<file path="config.mk">
export PLATFORM = sky130hd
export DESIGN_NAME = memory_ctrl
export DESIGN_NICKNAME = d
export VERILOG_FILES = /design/src/rtl/memory_ctrl.sv
export SDC_FILE = /design/constraint.sdc
export NUM_CORES = 1
export LEC_CHECK = 0
export CAP_MARGIN = 10
export CORE_UTILIZATION = 55
export DETAILED_ROUTE_END_ITERATION = 7
export GPL_TIMING_DRIVEN = 0
export PLACE_DENSITY = 0.73
export SETUP_SLACK_MARGIN = 0.15
export SYNTH_ARGS = -nofsm -noshare
export SYNTH_HDL_FRONTEND = slang
export SYNTH_SLANG_ARGS = --single-unit
</file>
<file path="constraint.sdc">
create_clock -name clk -period 7.1 [get_ports clk]
set_input_delay 0.71 -clock clk [delete_from_list [all_inputs] [get_ports clk]]
set_output_delay 0.71 -clock clk [all_outputs]
set_load 0.01 [all_outputs]
</file>
<file path="src/rtl/memory_ctrl.sv">
// Single-port synchronous memory with valid/ready requests, byte strobes and a
// RD_LATENCY-deep read pipeline. Define MEM_PARITY_EN for per-byte even parity.
module memory_ctrl #(
  parameter int unsigned ADDR_WIDTH = 4,
  parameter int unsigned DATA_WIDTH = 32,
  parameter int unsigned DEPTH      = 16,
  parameter int unsigned RD_LATENCY = 1,
  parameter logic [7:0]  INIT_BYTE  = 8'hFF
) (
  input  logic                    clk,
  input  logic                    reset,
  input  logic                    req_valid,
  output logic                    req_ready,
  input  logic                    req_we,
  input  logic [ADDR_WIDTH-1:0]   req_addr,
  input  logic [DATA_WIDTH-1:0]   req_wdata,
  input  logic [DATA_WIDTH/8-1:0] req_wstrb,
`ifdef MEM_PARITY_EN
  input  logic                    perr_inject,
  output logic                    perr,
`endif
  output logic                    rvalid,
  output logic [DATA_WIDTH-1:0]   rdata,
  output logic                    rerr,
  output logic                    init_done
);

  localparam int unsigned NUM_BYTES = DATA_WIDTH / 8;
  localparam logic StInit = 1'b0;
  localparam logic StRun  = 1'b1;
  localparam logic [ADDR_WIDTH-1:0] LastAddr = ADDR_WIDTH'(DEPTH - 1);

  logic                  state_q, state_d;
  logic [ADDR_WIDTH-1:0] init_ptr_q, init_ptr_d;
  logic [DATA_WIDTH-1:0] mem_q [DEPTH];

  logic                  accept, in_range, wr_en, rd_en;
  logic [DATA_WIDTH-1:0] rd_word;

  always_comb begin
    state_d    = state_q;
    init_ptr_d = init_ptr_q;
    if (state_q == StInit) begin
      init_ptr_d = init_ptr_q + 1'b1;
      if (init_ptr_q == LastAddr) begin
        state_d    = StRun;
        init_ptr_d = '0;
      end
    end
  end

  always_ff @(posedge clk or negedge reset) begin
    if (!reset) begin
      state_q    <= StInit;
      init_ptr_q <= '0;
    end else begin
      state_q    <= state_d;
      init_ptr_q <= init_ptr_d;
    end
  end

  assign req_ready = (state_q == StRun);
  assign init_done = (state_q == StRun);
  assign accept    = req_valid & req_ready;
  assign in_range  = 32'(req_addr) < DEPTH;
  assign wr_en     = accept & req_we & in_range;
  assign rd_en     = accept & ~req_we;
  assign rd_word   = in_range ? mem_q[req_addr] : '0;

  // Array has no reset; the sweep defines its contents before RUN.
  always_ff @(posedge clk) begin
    if (state_q == StInit) begin
      mem_q[init_ptr_q] <= {NUM_BYTES{INIT_BYTE}};
    end else if (wr_en) begin
      for (int b = 0; b < NUM_BYTES; b++) begin
        if (req_wstrb[b]) mem_q[req_addr][8*b +: 8] <= req_wdata[8*b +: 8];
      end
    end
  end

`ifdef MEM_PARITY_EN
  logic [NUM_BYTES-1:0] par_q [DEPTH];
  logic [NUM_BYTES-1:0] wr_par, rd_par;
  logic                 rd_perr;

  always_comb begin
    wr_par = '0;
    rd_par = '0;
    for (int b = 0; b < NUM_BYTES; b++) begin
      wr_par[b] = ^req_wdata[8*b +: 8];
      rd_par[b] = ^rd_word[8*b +: 8];
    end
    wr_par[0] = wr_par[0] ^ perr_inject;
    rd_perr   = in_range && ((par_q[req_addr] ^ rd_par) != '0);
  end

  always_ff @(posedge clk) begin
    if (state_q == StInit) begin
      par_q[init_ptr_q] <= {NUM_BYTES{^INIT_BYTE}};
    end else if (wr_en) begin
      for (int b = 0; b < NUM_BYTES; b++) begin
        if (req_wstrb[b]) par_q[req_addr][b] <= wr_par[b];
      end
    end
  end
`endif

  // Each stage only loads on a valid input, so the last stage holds rdata between pulses.
  logic [RD_LATENCY-1:0] pipe_valid_q;
  logic [RD_LATENCY-1:0] pipe_err_q;
  logic [DATA_WIDTH-1:0] pipe_data_q [RD_LATENCY];
`ifdef MEM_PARITY_EN
  logic [RD_LATENCY-1:0] pipe_perr_q;
`endif

  always_ff @(posedge clk or negedge reset) begin
    if (!reset) begin
      pipe_valid_q <= '0;
      pipe_err_q   <= '0;
      for (int i = 0; i < RD_LATENCY; i++) pipe_data_q[i] <= '0;
`ifdef MEM_PARITY_EN
      pipe_perr_q  <= '0;
`endif
    end else begin
      pipe_valid_q[0] <= rd_en;
      if (rd_en) begin
        pipe_data_q[0] <= rd_word;
        pipe_err_q[0]  <= ~in_range;
`ifdef MEM_PARITY_EN
        pipe_perr_q[0] <= rd_perr;
`endif
      end
      for (int i = 1; i < RD_LATENCY; i++) begin
        pipe_valid_q[i] <= pipe_valid_q[i-1];
        if (pipe_valid_q[i-1]) begin
          pipe_data_q[i] <= pipe_data_q[i-1];
          pipe_err_q[i]  <= pipe_err_q[i-1];
`ifdef MEM_PARITY_EN
          pipe_perr_q[i] <= pipe_perr_q[i-1];
`endif
        end
      end
    end
  end

  assign rvalid = pipe_valid_q[RD_LATENCY-1];
  assign rdata  = pipe_data_q[RD_LATENCY-1];
  assign rerr   = pipe_err_q[RD_LATENCY-1];
`ifdef MEM_PARITY_EN
  assign perr   = pipe_perr_q[RD_LATENCY-1];
`endif

endmodule

</file>
# Word-level counts from Yosys, hierarchy flattened
# Memories as Yosys holds them, arrays and structs flattened. A register that Yosys moved wholly into a read port is not among the register bits.
# Cells that the tools add are included.
# totals
mem_bits_rw	512
regBits	6
mem_count	1
output_inout_bits	36
# memory_table
memory	depth	width	read_ports	rd_clocked_by_memory_dff	wr	line_no	source
mem_q	16	32	1	1	1	35	logic [DATA_WIDTH-1:0] mem_q [DEPTH];
# classes
add_sub_neg	1
n_mux	23
n_eq_ne	1
n_reduce_logical	2
bitwise_logic	4
# ops
cell	n
$mux W32	1
$reduce_or A32 Y1	1
$mux W1	19
$mux W4	3
$add A4 B1 Y4 const B	1
$eq A4 B4 Y1 const B	1
$and A1 B1 Y1	3
$logic_not A1 Y1	1
$not A1 Y1	1

# Depth between registers and ports, before layout
# logic_depth
depth_word	7
mapped_depth	8
ltp_nobuf	5

# Least setup slack after synthesis
# No wires, ideal clock.
# synth_path
path_kind	input to register
startpoint	input req_wstrb[0]
endpoint	memory mem_q[7][0], enable pin
setup_time_ns	0.383
slack_ns	4.311
n_path_buf	1
stages	5
required_ns	6.717
arrival_time_ns	2.406
cell_sequence	nor4_4 > nor2_4 > mux2_4 > buf_2 > nor3_1
# synth_between
elab_chain_len	6
elab_cells_between_ends	7
# synth_lines
item	line_no	source
start: declaration	17	input logic [DATA_WIDTH/8-1:0] req_wstrb,
$mux W1 (*)	76	if (req_wstrb[b]) mem_q[req_addr][8*b +: 8] <= req_wdata[8*b +: 8];
$mux W1 (*)	74	end else if (wr_en) begin
$mux W1 (*)	72	if (state_q == StInit) begin
$mux W1 (not written as such) (*)	76	
$reduce_or A32 Y1 (no source line)	n/a	
$mux W4 (no source line)	n/a	
end: declaration	35	
# Every way passes the cells marked *; elsewhere a longest branch is shown, timed or not.

# Worst setup path in the final report
# layout_path
startpoint	input req_addr[2]
endpoint	memory mem_q[6][9], enable pin
# layout_between
elab_chain_len	1
# layout_lines
item	line_no	source
start: declaration	15	input logic [ADDR_WIDTH-1:0] req_addr,
$mux W4 (no source line)	n/a	
# Every way passes these cells.

==> results.py <==
metrics = {
    "yosys": {
        "synth_mux_area_share_pct": 13.11,
        "ys_warn_count": 0,
        "synth_nets": 1246,
        "seq_area_frac_synth_pct": 75.64,
        "synthesis.area_sq_um": 21580,
        "synth-xor-area-share_pct": 0.04058,
        "netlist.area_leader.share_pct": 71.23,
        "synth_simple_gate_area_share_pct": 5.281,
        "synth-compound-area-share_pct": 4.064,
        "postSynthCellCount": 1201,
        "ys_ff_latch": 550,
        "synth_top_family_by_area": "multiplexers",
        "synth_cell_types": 36,
        "netlist_top_cells_area": "edfxtp_1 (71%), mux4_2 (6.5%), mux2i_1 (6.3%)",
        "yosysTopAreaCell": "edfxtp_1",
        "synth_fa_ha_area_share_pct": 0.05797,
        "syn_area_per_cell_sq_um": 17.97,
    },
    "clock_tree": {
        "clkTransAtPathRegs_ns": 0.06,
        "post_cts_buffers": 0,
        "cts.path.max_buffers": 3,
        "clock-root-buffer": "clkbuf_16",
        "ctsHoldBuffers": 0,
        "numCtsBuffers": 53,
        "tritoncts": "yes",
        "clock_sinks": 550,
        "cts_resized": 0,
        "ctsHtreeMaxLevel": 2,
        "clk_latency_ns": 0.61,
    },
    "placed_design": {
        "portBuffers": 75,
        "dp_slack_ns": 2.553,
        "hpwl_um": 36410,
        "globalplace.congestion": 0.9126,
    },
    "routing": {
        "drcViolationCount": 0,
        "postRouteAntennaNets": 0,
        "num_vias": 12320,
        "drtPass1Iterations": 5,
        "drt_iter0_markers": 1253,
        "drt-total-wl_um": 55480,
        "avgViaCountPerCell": 6.390,
        "routedWlPerCell_um": 28.78,
    },
    "power_and_ir_drop": {
        "p_leak_nw": 6.948,
        "p_total_mw": 6.766,
        "powerDensity_nw_per_um2": 269.9,
        "peakVddDrop_v": 0.0003103,
    },
    "timing": {
        "fmax_mhz": 274.1,
        "finalClockSkew_ns": 0.01220,
        "drv_slew": 0,
        "hold_ws_ns": 0.05757,
        "rsz0062_at_grt": "no",
        "fin_ws_ns": 3.452,
        "hold_viol": 0,
        "finalCritPeriodShare_pct": 51.38,
        "worst_slew_pin_slew_ns": 1.124,
        "slew_headroom_pct": 25.07,
        "setup_viol": 0,
        "period_minus_slack_ns": 3.648,
        "tns_ns": 0,
    },
    "final_layout": {
        "final_common_cell": "edfxtp_1",
        "post-route-util_pct": 64.87,
        "syn2layout_area_growth_pct": 16.16,
        "drive_above_1_share_pct": 18.16,
        "final_cell_mix": "edfxtp_1 (512), mux2i_1 (135), clkdlybuf4s50_1 (74), a22oi_1 (64), mux4_2 (62)",
        "nNetsFinal": 1413,
        "diodes": 0,
    },
    "floorplanning": {
        "die_area_sq_um": 40040,
        "die_h_um": 200.1,
        "io_pins": 80,
        "fp-row-count": 72,
        "start_util_pct": 55.85,
        "die_w_um": 200.1,
        "core_sq_um": 38650,
    },
    "grt": {
        "grt_pass1_wl_um": 79520,
        "grt_max_degree": 26,
        "grt-ovfl-total": 0,
        "grt_pass1_vias": 12110,
        "track_usage_pct": 27.95,
        "antenna_found_initial": 0,
    },
    "min_path": {
        "hp-class": "primary input to async pin",
    },
    "critical_path": {
        "crit_path_end_kind": "flop",
        "worstSetupPathType": "primary input to flop",
        "path_max_fanout": 10,
        "worstSetupStartpointType": "primary input",
        "arrival_ns": 3.96,
        "cp.required_ns": 7.41,
    },
    "run_status": {
        "outcome": "complete, no violations",
    },
    "job": {
        "maxCapViolCount": 0,
    },
}
## critical path, cell delays in order
cell and delay (ns):
clkdlybuf4s50_1 0.67, nor2b_1 0.17, clkbuf_1 0.72, mux2i_2 0.34, buf_2 0.33, nor3_1 0.72, buf_4 0.29
## cells by family (layout without fill, tap and decap cells)
| group | Yosys count | in the layout |
|---|---|---|
| flip-flops | 550 | 550 |
| AND/OR/NAND/NOR | 229 | 229 |
| multiplexers | 203 | 203 |
| AO/OA/AOI/OAI | 132 | 132 |
| buffers and inverters | 84 | 293 |
| adder cells (fa/ha/maj) | 1 | 1 |
| other | 1 | 1 |
| XOR/XNOR | 1 | 1 |
## area by class of cell
| class | count | area [sq um] |
|---|---|---|
| clock buffers | 68 | 1445 |
| repair buffers | 112 | 982.2 |
| inverters | 1 | 3.754 |
| clock inverters | 29 | 266.5 |
| multi-input cells | 567 | 5016 |
| fillers | 2629 | 13580 |
| flip-flops and latches | 550 | 16330 |
| plain buffers | 83 | 384.1 |
| well taps | 518 | 648.1 |
## state kept, by name, summed over array words and instances, names as in the netlist
name / count
mem_q: 512
rdata: 32
rvalid: 1
init_done: 1
init_ptr_q: 4
## per-layer routing
layer | up-vias | wire (um) | part of all wire [%] | GRT usage [%]
met2 | 786 | 25820 | 47 | 42.66
met1 | 6232 | 21090 | 38 | 38.36
met4 | 0 | 2564 | 4.6 | 13.76
met5 | - | 0 | 0 | 0
met3 | 153 | 6003 | 11 | 6.346
li1 | 5148 | - | - | -
## cell usage after synthesis
cell      instances
and2_0            1
mux2i_1         135
nor2_4            1
buf_1             1
o21ai_0           2
edfxtp_1        512
xnor2_1           1
nand2b_1          2
a21boi_1          4
a21oi_1          28
nor3_1           64
mux2i_2           4
nand2_1          56
o31ai_1           1
clkinv_1          1
mux4_2           62
mux2_2            1
buf_4             8
clkbuf_1         40
a21o_1            1
nor2_1           36
buf_2            34
or2_2             1
nor2b_1          10
a31oi_1          31
nand3_1           2
conb_1            1
dfrtp_1          38
or3_1            32
a22oi_1          64
nor4_4            1
a21boi_0          1
ha_1              1
nand4_1          20
mux2_4            1
and2_1            3
## worst paths after layout
check | from | to | slack [ns] | cells past startpoint
max reg2reg | init_done | mem_q[6][9] | 3.73 | 6
max in group asynchronous | reset | rdata[19] | 6.45 | 2
min reg2reg | rdata[9] | rdata[9] | 0.52 | 2
min | reset | rdata[6] | 0.06 | 1
max | req_addr[2] | mem_q[6][9] | 3.45 | 7
min in group clk | rdata[9] | rdata[9] | 0.52 | 2
## where the power goes
| part | switching [mW] | leakage [nW] | total (mW) | internal, mW |
|---|---|---|---|---|
| sequential | 0.0196 | 3.72 | 3.58 | 3.56 |
| combinational | 0.247 | 2.39 | 0.394 | 0.147 |
| clock | 1.18 | 0.839 | 2.79 | 1.61 |
| total | 1.45 | 6.95 | 6.77 | 5.32 |
## stage by stage
step / cell area (sq um) / instances
after floorplan: 21580 / 1201
after global placement: 22980 / 1794
after detailed placement: 23310 / 1824
after CTS: 25020 / 1921
after global routing: 25070 / 1928
final: 25070 / 1928
Power figures use the tool's default switching activity.
